--- config.mk ---
export PLATFORM = sky130hd
export DESIGN_NAME = vt_sense_seq
export DESIGN_NICKNAME = d
export VERILOG_FILES = /design/src/rtl/vt_sense_seq.sv
export SDC_FILE = /design/constraint.sdc
export NUM_CORES = 1
export LEC_CHECK = 0
export CORE_ASPECT_RATIO = 0.7
export CORE_UTILIZATION = 56
export CTS_CLUSTER_SIZE = 40
export DETAILED_ROUTE_END_ITERATION = 10
export PLACE_DENSITY = 0.78
export SYNTH_ARGS = -nofsm -noshare
export SYNTH_HDL_FRONTEND = slang
export SYNTH_SLANG_ARGS = --single-unit
export TNS_END_PERCENT = 5
--- constraint.sdc ---
create_clock -name CLK -period 2.8 [get_ports CLK]
set_input_delay 0.28 -clock CLK [delete_from_list [all_inputs] [get_ports CLK]]
set_output_delay 0.28 -clock CLK [all_outputs]
set_load 0.01 [all_outputs]
--- src/rtl/vt_sense_seq.sv ---
// Measurement sequencer for the ring-oscillator ripple-counter VT sensor.
// Runs 2^AVG_LOG2 gated count windows per request (clear, enable, settle,
// capture), accumulates the captured counts and publishes their average.
module vt_sense_seq #(
    parameter int unsigned AVG_LOG2   = 2,
    parameter int unsigned CLR_CYC    = 2,
    parameter int unsigned SETTLE_CYC = 4
) (
    input  logic        CLK,
    input  logic        RSTLOW,
    input  logic        START,
    input  logic        ABORT,
    input  logic [15:0] WINDOW,
    input  logic [15:0] CNT,
    output logic        ENIN,
    output logic        RSTLOW_CNT,
    output logic        BUSY,
    output logic        DONE,
    output logic [15:0] RESULT
);

    localparam int unsigned AccW = 16 + AVG_LOG2;
    localparam int unsigned SmpW = AVG_LOG2 + 1;
    localparam logic [SmpW-1:0] SmpLast    = SmpW'((1 << AVG_LOG2) - 1);
    localparam logic [15:0]     ClrLast    = 16'(CLR_CYC - 1);
    localparam logic [15:0]     SettleLast = 16'(SETTLE_CYC - 1);

    typedef enum logic [2:0] {StIdle, StClr, StEn, StSettle, StCapt, StFin} state_e;

    state_e          state_q, state_d;
    logic [15:0]     cyc_q, cyc_d;
    logic [15:0]     win_q, win_d;
    logic [SmpW-1:0] smp_q, smp_d;
    logic [AccW-1:0] acc_q, acc_d;
    logic [AccW-1:0] acc_sum;
    logic [15:0]     result_q, result_d;
    logic            enin_q, rstlow_cnt_q, busy_q, done_q;

    // State, cycle counter, window, sample counter and accumulator registers.
    always_ff @(posedge CLK or negedge RSTLOW) begin
        if (!RSTLOW) begin
            state_q  <= StIdle;
            cyc_q    <= '0;
            win_q    <= '0;
            smp_q    <= '0;
            acc_q    <= '0;
            result_q <= '0;
        end else begin
            state_q  <= state_d;
            cyc_q    <= cyc_d;
            win_q    <= win_d;
            smp_q    <= smp_d;
            acc_q    <= acc_d;
            result_q <= result_d;
        end
    end

    // Next-state logic: each timed phase ends when cyc_q reaches its last cycle.
    always_comb begin
        acc_sum  = acc_q + AccW'(CNT);
        state_d  = state_q;
        cyc_d    = cyc_q + 16'd1;
        win_d    = win_q;
        smp_d    = smp_q;
        acc_d    = acc_q;
        result_d = result_q;
        unique case (state_q)
            StIdle: begin
                cyc_d = '0;
                if (START) begin
                    state_d = StClr;
                    win_d   = WINDOW;
                    acc_d   = '0;
                    smp_d   = '0;
                end
            end
            StClr: begin
                if (cyc_q == ClrLast) begin
                    cyc_d   = '0;
                    // A zero-length window never raises the enable.
                    state_d = (win_q == 16'd0) ? StSettle : StEn;
                end
            end
            StEn: begin
                if (cyc_q == win_q - 16'd1) begin
                    cyc_d   = '0;
                    state_d = StSettle;
                end
            end
            StSettle: begin
                if (cyc_q == SettleLast) begin
                    cyc_d   = '0;
                    state_d = StCapt;
                end
            end
            StCapt: begin
                cyc_d = '0;
                acc_d = acc_sum;
                smp_d = smp_q + SmpW'(1);
                if (smp_q == SmpLast) begin
                    state_d  = StFin;
                    // Result is ready in the FIN cycle, alongside DONE.
                    result_d = 16'(acc_sum >> AVG_LOG2);
                end else begin
                    state_d = StClr;
                end
            end
            StFin: begin
                cyc_d   = '0;
                state_d = StIdle;
            end
            default: begin
                cyc_d   = '0;
                state_d = StIdle;
            end
        endcase
        // Abort overrides every transition outside IDLE and discards the run.
        if (ABORT && (state_q != StIdle)) begin
            state_d  = StIdle;
            cyc_d    = '0;
            acc_d    = '0;
            smp_d    = '0;
            result_d = result_q;
        end
    end

    // Outputs registered from the next state so they line up with the state they describe.
    always_ff @(posedge CLK or negedge RSTLOW) begin
        if (!RSTLOW) begin
            enin_q       <= 1'b0;
            rstlow_cnt_q <= 1'b0;
            busy_q       <= 1'b0;
            done_q       <= 1'b0;
        end else begin
            enin_q       <= (state_d == StEn);
            rstlow_cnt_q <= (state_d != StClr);
            busy_q       <= (state_d != StIdle);
            done_q       <= (state_d == StFin);
        end
    end

    assign ENIN       = enin_q;
    assign RSTLOW_CNT = rstlow_cnt_q;
    assign BUSY       = busy_q;
    assign DONE       = done_q;
    assign RESULT     = result_q;

endmodule

# Word-level counts from Yosys, hierarchy flattened
# Index checks and enable logic that the tools add are counted.
# totals
register_bits	76
wordCells	55
out_inout_bits	20
# op_classes
reduce_logical	9
muxes	19
n_eq_ne	12
addsub	4
bitwise_logic	1
# op_table
cell	count
$mux 16	4
$pmux 16 s3	1
$mux 18	2
$pmux 18 s2	1
$mux 3	8
$add 18x16->18	1
$add 16x1->16 const B	1
$eq 16x1->1 const B	1
$eq 16x16->1	1
$eq 16x2->1 const B	1
$logic_not 16->1	1
$sub 16x1->16 const B	1
$pmux 3 s5	1
$eq 3x2->1 const B	4
$reduce_bool 3->1	3
$eq 3x3->1 const B	2
$pmux 3 s2	1
$reduce_and 2->1	2
$add 3x1->3 const B	1
$eq 3x1->1 const B	1
$logic_not 3->1	1
$ne 3x1->1 const B	1
$ne 3x3->1 const B	1
$reduce_and 3->1	1
other kinds (3)	3

# Longest topological paths before layout
# logic_depth
ltp_word	6
ltp_mapped	10
depth_no_buf	9

# Worst setup path before layout
# OpenSTA, ideal clock, no wires.
# synth_path
path_type	register -> register
from	reg acc_q[0]
to	reg result_q[10], in the netlist RESULT[10]
synth_period_minus_slack_ps	2562
setup_slack_ps	238
t_arrival_ps	2437
path_stages_with_launch	10
path_cell_list	dfrtp_1 > ha_1 > fa_1 > a21o_1 > a21o_1 > a2111oi_0 > o31ai_1 > a41oi_1 > xnor2_1 > mux2_2
# synth_between
elab_chain_len	1
# synth_lines
element	line	text
start: declaration	34	logic [AccW-1:0] acc_q, acc_d;
start signal: assignment	46	acc_q <= '0;
start signal: assignment	53	acc_q <= acc_d;
$add 18x16->18	60	acc_sum = acc_q + AccW'(CNT);
end signal: assignment	54	result_q <= result_d;
end: declaration	36	logic [15:0] result_q, result_d;
# No other way between the ends.
# A chain may end at the register's enable or synchronous reset.

# Worst setup path in the final report
# Ends and elaborated chain as after synthesis.

==> results.yml <==
power:
  cellLeakagePower_nw: 2.50
  p_int_w: 0.00279
  fin_total_pwr_w: 0.00416
  cellPowerDensity_nw_per_um2: 736
  p_switching_w: 0.00137
  seq_power_share_pct: 36.2
  vdd_ir_drop_max_mv: 0.577
  clockPowerShare_pct: 31.9
  p_comb_share_pct: 31.9
  switching_share_pct: 32.9
global_route:
  grt-ovfl-total: 0
  grt_max_degree: 77
  grt_pass1_wl_mm: 17.9
  grt_pass1_vias: 3619
  gr-usage-all-layers_pct: 27.5
  antenna_found_initial: 0
floorplanning:
  io_pins: 56
  floorplan.rows: 27
  die-area_um2: 8470
  die_h_um: 77.3
  core_area_um2: 7870
  initial_utilization_pct: 57.6
  die_w_um: 110
final_layout:
  nets: 578
  fillers: 578
  seq_area_um2: 1900
  area_growth_pct: 24.5
  diodes: 0
  final_cells: 625
  multiInputGateArea_um2: 2560
  drive_gt1_share_pct: 14.7
critical_path:
  cpPeakStageDelay_ps: 410
  start_kind: "flip-flop"
  required_ps: 3020
  critPathCaptureType: "flip-flop"
  crit_chain: "ha_1 -> fa_1 -> a21o_1 -> a21o_1 -> a2111oi_4 -> o31ai_2 -> a41oi_1 -> xnor2_1 -> mux2_2"
  crit_fanout: 4
  cpMaxStageDelayCell: "fa_1"
  crit_top_cell: "a21o_1"
  worstSetupPathType: "flip-flop to flip-flop"
  cp.arrival_ps: 2870
logic_synthesis:
  ys_ff_latch: 76
  synth-xor-area-share_pct: 10.4
  postSynthAreaPerCell_um2: 9.95
  syn_nets: 514
  yosysMostFrequentCell: "dfrtp_1"
  syn_inst: 456
  synthMuxAreaShare_pct: 6.62
  syn_area_um2: 4540
  synth_fa_ha_area_share_pct: 6.45
  yosysWarnings: 0
  yosys.area.top_type_share_pct: 41.9
  synth_top_family_by_area: "simple AND/OR/NAND/NOR gates"
  synth_enable_flop_cells: 0
  ys_top_cells_by_area: "dfrtp_1, mux2_2, ha_1"
  synth_compound_area_share_pct: 14.3
  async_flop_share_pct: 100
  yosysTopAreaCell: "dfrtp_1"
  yosysSeqAreaShare_pct: 41.9
  yosysUniqueCellTypes: 63
  yosys.area_share.simple_pct: 17.3
  synth_flop_cell: "dfrtp_1"
  synth_top_cells_by_count: "dfrtp_1, nor2_1, nand2_1"
placement:
  dp.cells: 610
  place_ws_ps: -338
  dp_hpwl_mm: 7.56
  portBuffers: 55
  place_congestion: 0.936
timing:
  fin_crit_ps: 2650
  skew_ps: 7.41
  setup-tns-final_ps: 0
  slew_headroom_pct: 36.2
  hold_violations: 0
  worst_pin_slew_ps: 957
  drv_slew: 0
  setup_slack_ps: 148
  fmax_mhz: 377
  post-route-period-util_pct: 94.7
  setup_viol: 0
  rsz0062_at_grt: "no"
cts:
  root_buffer: "clkbuf_16"
  insertion_delay_ps: 330
  cts_made_buffers: 9
  path_clk_slew_ps: 60
  cts_tree: "done"
  cts_max_level: 3
  cts.sinks: 76
  cts_setup_buffers: 0
  cts_buffer_depth: 2
  ctsResizeCount: 0
  cts.hold.buffers_added: 0
route:
  routedWlPerCell_um: 17.1
  drc: 0
  via_per_inst: 5.86
  vias: 3660
  drt_iter0_drc: 327
  ant_nets: 0
  firstDrtPassIters: 6
  wl_mm: 10.7
status:
  outcome: "completed"
flow_run:
  cap_violations: 0
worst_hold_path:
  hold_class: "primary input to asynchronous set/reset pin"
[registers in the layout (all words and copies together), names as in the netlist]
register    flops
smp_q           3
cyc_q          16
RESULT         16
DONE            1
acc_q          18
state_q         3
ENIN            1
BUSY            1
RSTLOW_CNT      1
win_q          16
[cell usage in the layout (no fill, tap or decap), drive strengths merged, types with 5 or more instances in the layout]
cell type      instances
a21o                   7
a21oi                 19
a22o                  13
a31oi                  6
and3                   8
buf                   17
clkbuf                10
clkdlybuf4s50         54
dfrtp                 76
ha                    21
inv                   15
mux2                  24
nand2                 34
nand2b                 5
nand3                 15
nor2                  38
nor3                  14
nor4                   9
o21ai                 24
xnor2                 30
xor2                  21
[cells by family after synthesis]
family                   count (synthesis)
AND/OR/NAND/NOR                        150
AO/OA/AOI/OAI                           95
flip-flops                              76
XOR/XNOR                                52
buffers and inverters                   33
multiplexers                            27
adder cells (fa/ha/maj)                 23
[cell type report]
| type | count | area share [%] |
|---|---|---|
| clock buffer | 10 | 4.23 |
| clock inverter | 5 | 1.77 |
| inverter | 15 | 0.997 |
| multi-input combinational | 347 | 45.3 |
| sequential | 76 | 33.7 |
| tap | 101 | 2.24 |
| timing repair buffer | 71 | 11.8 |
[final timing paths]
kind	from	to	slack, ps	cells past startpoint
min reg2reg	acc_q[16]$_DFFE_PN0P_	acc_q[16]$_DFFE_PN0P_	470	1
max	acc_q[0]$_DFFE_PN0P_	RESULT[10]$_DFFE_PN0P_	150	9
max in group asynchronous	RSTLOW	acc_q[6]$_DFFE_PN0P_	2080	1
max reg2reg	acc_q[0]$_DFFE_PN0P_	RESULT[10]$_DFFE_PN0P_	150	9
min in group CLK	acc_q[16]$_DFFE_PN0P_	acc_q[16]$_DFFE_PN0P_	470	1
min	RSTLOW	RESULT[1]$_DFFE_PN0P_	110	1
[metrics by stage]
step | util, % | hold WS (ps) | instance area, um2
floorplan | - | -15.6 | 4540
global placement | 66.7 | 440 | 5250
detailed placement | 66.7 | 449 | 5250
CTS | 71.0 | 145 | 5590
global route | 71.8 | 185 | 5650
finish | 71.8 | 108 | 5650
[critical path, delay by kind of cell (launching register included)]
kind	cells	cell delay, ps
mux	1	260
xor+xnor	1	110
compound gates	5	1170
fa+ha+maj	2	620
flops	1	370
[metal layers]
layer | share of wire (%) | track usage (%) | wire length (um) | vias up
met2 | 43 | 40.0 | 4600 | 102
met1 | 50 | 40.6 | 5350 | 1778
met5 | 0 | 0 | 0 | -
li1 | - | - | - | 1768
met3 | 5.4 | 5.44 | 573 | 12
met4 | 1.3 | 9.20 | 134 | 0
[power by group through the flow]
stage	clock network, W	registers, W	logic, W
floorplan	0	0.00144	0.000934
global placement	0	0.00150	0.00122
detailed placement	0	0.00151	0.00127
CTS	0.00135	0.00149	0.00129
global route	0.00139	0.00153	0.00144
finish	0.00133	0.00150	0.00132
Note: power is estimated with default switching activity, not from simulation.
==> variant 1 (same flow settings) <==
`AVG_LOG2`: 2 -> 4. Comments in the files are not updated.
--- a/src/rtl/vt_sense_seq.sv
+++ b/src/rtl/vt_sense_seq.sv
@@ -2,7 +2,7 @@
 // Runs 2^AVG_LOG2 gated count windows per request (clear, enable, settle,
 // capture), accumulates the captured counts and publishes their average.
 module vt_sense_seq #(
-    parameter int unsigned AVG_LOG2   = 2,
+    parameter int unsigned AVG_LOG2   = 4,
     parameter int unsigned CLR_CYC    = 2,
     parameter int unsigned SETTLE_CYC = 4
 ) (
Formal check against the unedited RTL: no difference found for any inputs over 10 cycles, from zero or initial values and one cycle with RSTLOW low; that may be too few to reach the edited logic, so the function may still have changed.
==> variant 1 against the original RTL <==
  * Global-route usage down 0.46 points
  * Setup slack better by 0.0082 ns
  * Area after synthesis up 0.91%
  * Largest cell class unchanged
  * Critical path type unchanged
  * Cell area up 0.78%
  * Hold slack better by 0.0076 ns
  * Total power down 2.3%
  * Via count down 0.90%
  * Routed wire length down 1.6%
  * Sequential cell count up 4
  * Largest power group unchanged
==> variant 1: results <==
[outcome]
status = "complete, no violations"

[critical_path]
worst_r2r_endpoint = "RSTLOW_CNT"
critPathArrivalTime_ns = 2.85
cp_max_fo = 7
worstReg2RegStart = "win_q[3]"
r2r_cells = 8

[power_and_ir_drop]
p_sw_mw = 1.339
seqPwrFrac = 0.375
p_int_mw = 2.720
comb-power_mw = 1.24

[detailed_routing]
drt-total-wl_um = 10480
via_count = 3627
drtIter0Drc = 238
wl_met2_um = 4704
wl_met1_um = 5122
route.met3.wl_um = 534
firstDrtPassIters = 5
drt-wirelength-per-cell_um = 16.61

[timing]
relSlewSlack = 0.3146
finClkSkew_ns = 0.008094
finalCritPeriodShare = 0.9441
hold_slack_ns = 0.1158

[yosys]
synthAdderAreaFrac = 0.06395
avgSynthCellArea_um2 = 10.08
synth_area_leaders = "dfrtp_1 (44%), ha_1 (5.7%), mux2_2 (4.9%)"
syn_nets = 512
synth.mux.area_fraction = 0.06231
synth-xor-area-share = 0.09374
seq_area_frac_synth = 0.4373
yosys.cell_types.count = 55
yosys-top-cells-count = "dfrtp_1 (80), nand2_1 (40), nor2_1 (32)"

[layout]
final_nets = 583
nonClkBufAreaFrac = 0.1262
n_fill_cell = 594
clk_share = 0.05781
largest_reg_flops = 20
multi_input_area_um2 = 2475
multi_input_area_share = 0.4348
inverters = 11
seq_area_um2 = 2002
largest_register = "acc_q"
nNonClkBuffers = 76

[place]
post_dp_cell_area_um2 = 5351
dp.cells = 615
routabilityCongestion = 0.8447

[global_routing]
met1_usage = 0.3884
use_met3 = 0.07311
grtUsageMet2 = 0.3963
gr-usage-all-layers = 0.2704
grt_pass1_vias = 3545
grt_max_degree = 81

[clocking]
root_buffer = "clkbuf_16"
clock-sinks = 80
## variant 1: cell types whose count changed in the layout (fill, tap and decap cells not counted), sizes merged, moves of 5 or more
cell	change
nor3	-7
o21ai	+7
a21oi	-6
nand2	+6
buf	+5
o21bai	+5
xnor2	-5
## variant 1: how the worst max path moves through the flow
stage | start | endpoint | depth (start not counted)
2_1_floorplan | acc_q[0] | RESULT[14] | 10
3_5_place_dp | CNT[0] | acc_q[16] | 12
3_3_place_gp | CNT[0] | RESULT[12] | 11
5_1_grt | win_q[0] | RSTLOW_CNT | 10
6_report | win_q[3] | RSTLOW_CNT | 8
4_1_cts | acc_q[0] | RESULT[12] | 10
## variant 1: worst max-delay path, cell delays in order (launching register included)
cell and delay (ns):
dfrtp_1 0.44, or3_4 0.42, nor2_1 0.14, nand3b_1 0.10, a311o_1 0.36, a2111oi_4 0.45, nand4_1 0.21, a21oi_2 0.25
o211ai_1 0.13
==> variant 2 (same flow settings) <==
Made on the original files. The output `DONE` loses its register stage (`done_q` becomes a continuous assignment).
--- a/src/rtl/vt_sense_seq.sv
+++ b/src/rtl/vt_sense_seq.sv
@@ -130,14 +130,14 @@
             enin_q       <= 1'b0;
             rstlow_cnt_q <= 1'b0;
             busy_q       <= 1'b0;
-            done_q       <= 1'b0;
         end else begin
             enin_q       <= (state_d == StEn);
             rstlow_cnt_q <= (state_d != StClr);
             busy_q       <= (state_d != StIdle);
-            done_q       <= (state_d == StFin);
         end
     end
+
+    assign done_q = (state_d == StFin);
 
     assign ENIN       = enin_q;
     assign RSTLOW_CNT = rstlow_cnt_q;
Check against the original RTL: same outputs for any inputs over 10 cycles, from zero or initial values and one cycle with RSTLOW low; that may be too few to reach the edited logic, so the function may still have changed.
==> variant 2 against the original RTL <==
  * Count of clock-buffer cells in the layout stayed put
  * Cell area is 0.40% lower
  * Area after synthesis shrank 0.55%
  * Sequential cell count fell by 1
  * Utilization is 2.8 points higher
  * Setup slack got worse by 0.063 ns
  * Total power down 1.6%
  * Routed wire length rose by 4.6%
  * Critical path type unchanged
  * Highest routed layer unchanged
==> variant 2: results <==
[global_routing]
gr-usage-all-layers = 0.2853
grt_pass1_wl_um = 18380
grt_pass1_vias = 3670
antenna_found_initial = 0
grt_max_degree = 76

[timing]
finClkSkew_ns = 0.006660
relSlewSlack = 0.3627
hold_slack_ns = 0.07722

[layout]
antenna_cells = 0
drive_gt1_frac = 0.1521
largest_reg_flops = 18
largest_register = "acc_q"
final_nets = 579
n_fill_cell = 547

[clocking]
cts_max_path_buffers = 2
root_buffer = "clkbuf_16"
cts.clk_slew.worst_paths_ns = 0.06
clkLatencyLatePin_ns = 0.34
cts_max_level = 3
clock-sinks = 75
cts-buffers-inserted = 9

[yosys]
async_reset_ff_frac = 1.000
seq_area_frac_synth = 0.4160
yosys-top-cells-count = "dfrtp_1 (75), nor2_1 (37), nand2_1 (34)"
yosysWarnings = 0
syn_nets = 513
synth_area_leaders = "dfrtp_1 (42%), mux2_2 (6.0%), ha_1 (5.8%)"
yosys.cell_types.count = 63

[detailed_routing]
via_count = 3842
drtIter0Drc = 353
drt-wirelength-per-cell_um = 17.87
drc_errors = 0
firstDrtPassIters = 5

[min_path]
hold_path_class = "primary input to asynchronous set/reset pin"

[critical_path]
critPathArrivalTime_ns = 2.91
cp_max_fo = 4
worst-r2r-setup-slack_ns = 0.09
worstReg2RegStart = "win_q[0]"
r2r_cells = 9
worst_r2r_endpoint = "BUSY"

[power_and_ir_drop]
ir_worst_vdd_v = 0.0006050
leakagePower_nw = 2.462

[place]
post_dp_cell_area_um2 = 5234
dp_hpwl_um = 7786
routabilityCongestion = 0.9220
place.port_buffers = 55

[outcome]
status = "complete, no violations"
variant 2: worst max-delay path by stage:
stage	slack, ns	endpoint	cells after the start	startpoint
after floorplan	0.24	RESULT[10]	9	acc_q[0]
after global placement	-0.23	RESULT[10]	10	CNT[0]
after detailed placement	-0.41	RESULT[10]	10	CNT[0]
after CTS	0.04	RESULT[10]	9	acc_q[0]
after global routing	-0.02	BUSY	9	win_q[0]
final	0.09	BUSY	9	win_q[0]
variant 2: area by class of cell:
type	count	area, µm²	area share
clock buffer	10	229.0	0.04070
clock inverter	6	90.09	0.01601
inverter	15	56.30	0.01001
multi-input combinational	347	2567	0.4564
sequential	75	1877	0.3336
tap	98	122.6	0.02180
timing repair buffer	73	683.2	0.1214
variant 2: what timing repair did:
action,4_1_cts,5_1_grt
pin swaps,0,4
gates resized for setup,3,9
setup buffers,0,0
setup endpoints to repair,4,26
variant 2: through the flow:
stage          instances  setup WS [ns]  total power, mW
3_5_place_dp         608        -0.4063            2.773
4_1_cts              624        0.04312            4.048
5_1_grt              624       -0.02149            4.295
2_1_floorplan        455         0.2383            2.361
6_report             624        0.08570            4.091
3_3_place_gp         608        -0.2346            2.718
variant 2: power breakdown:
part           internal [mW]  leakage (nW)  switching, mW  total (mW)
Sequential              1.25          1.00          0.227        1.48
Combinational          0.642          1.32          0.722        1.36
Clock                  0.780         0.141          0.470        1.25
Total                   2.67          2.46           1.42        4.09
variant 2: logic make-up (layout without fill, tap and decap cells):
family,count (synthesis),in the layout,share of synthesized area
flip-flops,75,75,0.4160
adder cells (fa/ha/maj),23,23,0.06489
buffers and inverters,33,104,0.03106
XOR/XNOR,52,52,0.1043
AND/OR/NAND/NOR,150,150,0.1739
multiplexers,27,27,0.06656
AO/OA/AOI/OAI,95,95,0.1434
variant 2: routing by layer:
layer | vias up | track usage | wire length (µm)
li1 | 1778 | - | -
met1 | 1856 | 0.4295 | 5322
met2 | 183 | 0.3981 | 4781
met3 | 25 | 0.07143 | 868
met4 | 0 | 0.08800 | 179
met5 | - | 0 | 0
variant 2: critical path, stage by stage (launching register included):
cell and delay [ns]:
dfrtp_1 0.42, inv_1 0.09, ha_1 0.16, or4b_2 0.68, nor4_2 0.29, nor3b_1 0.12
a31oi_2 0.25, nor4_2 0.09, a31oi_1 0.33, a31oi_1 0.14
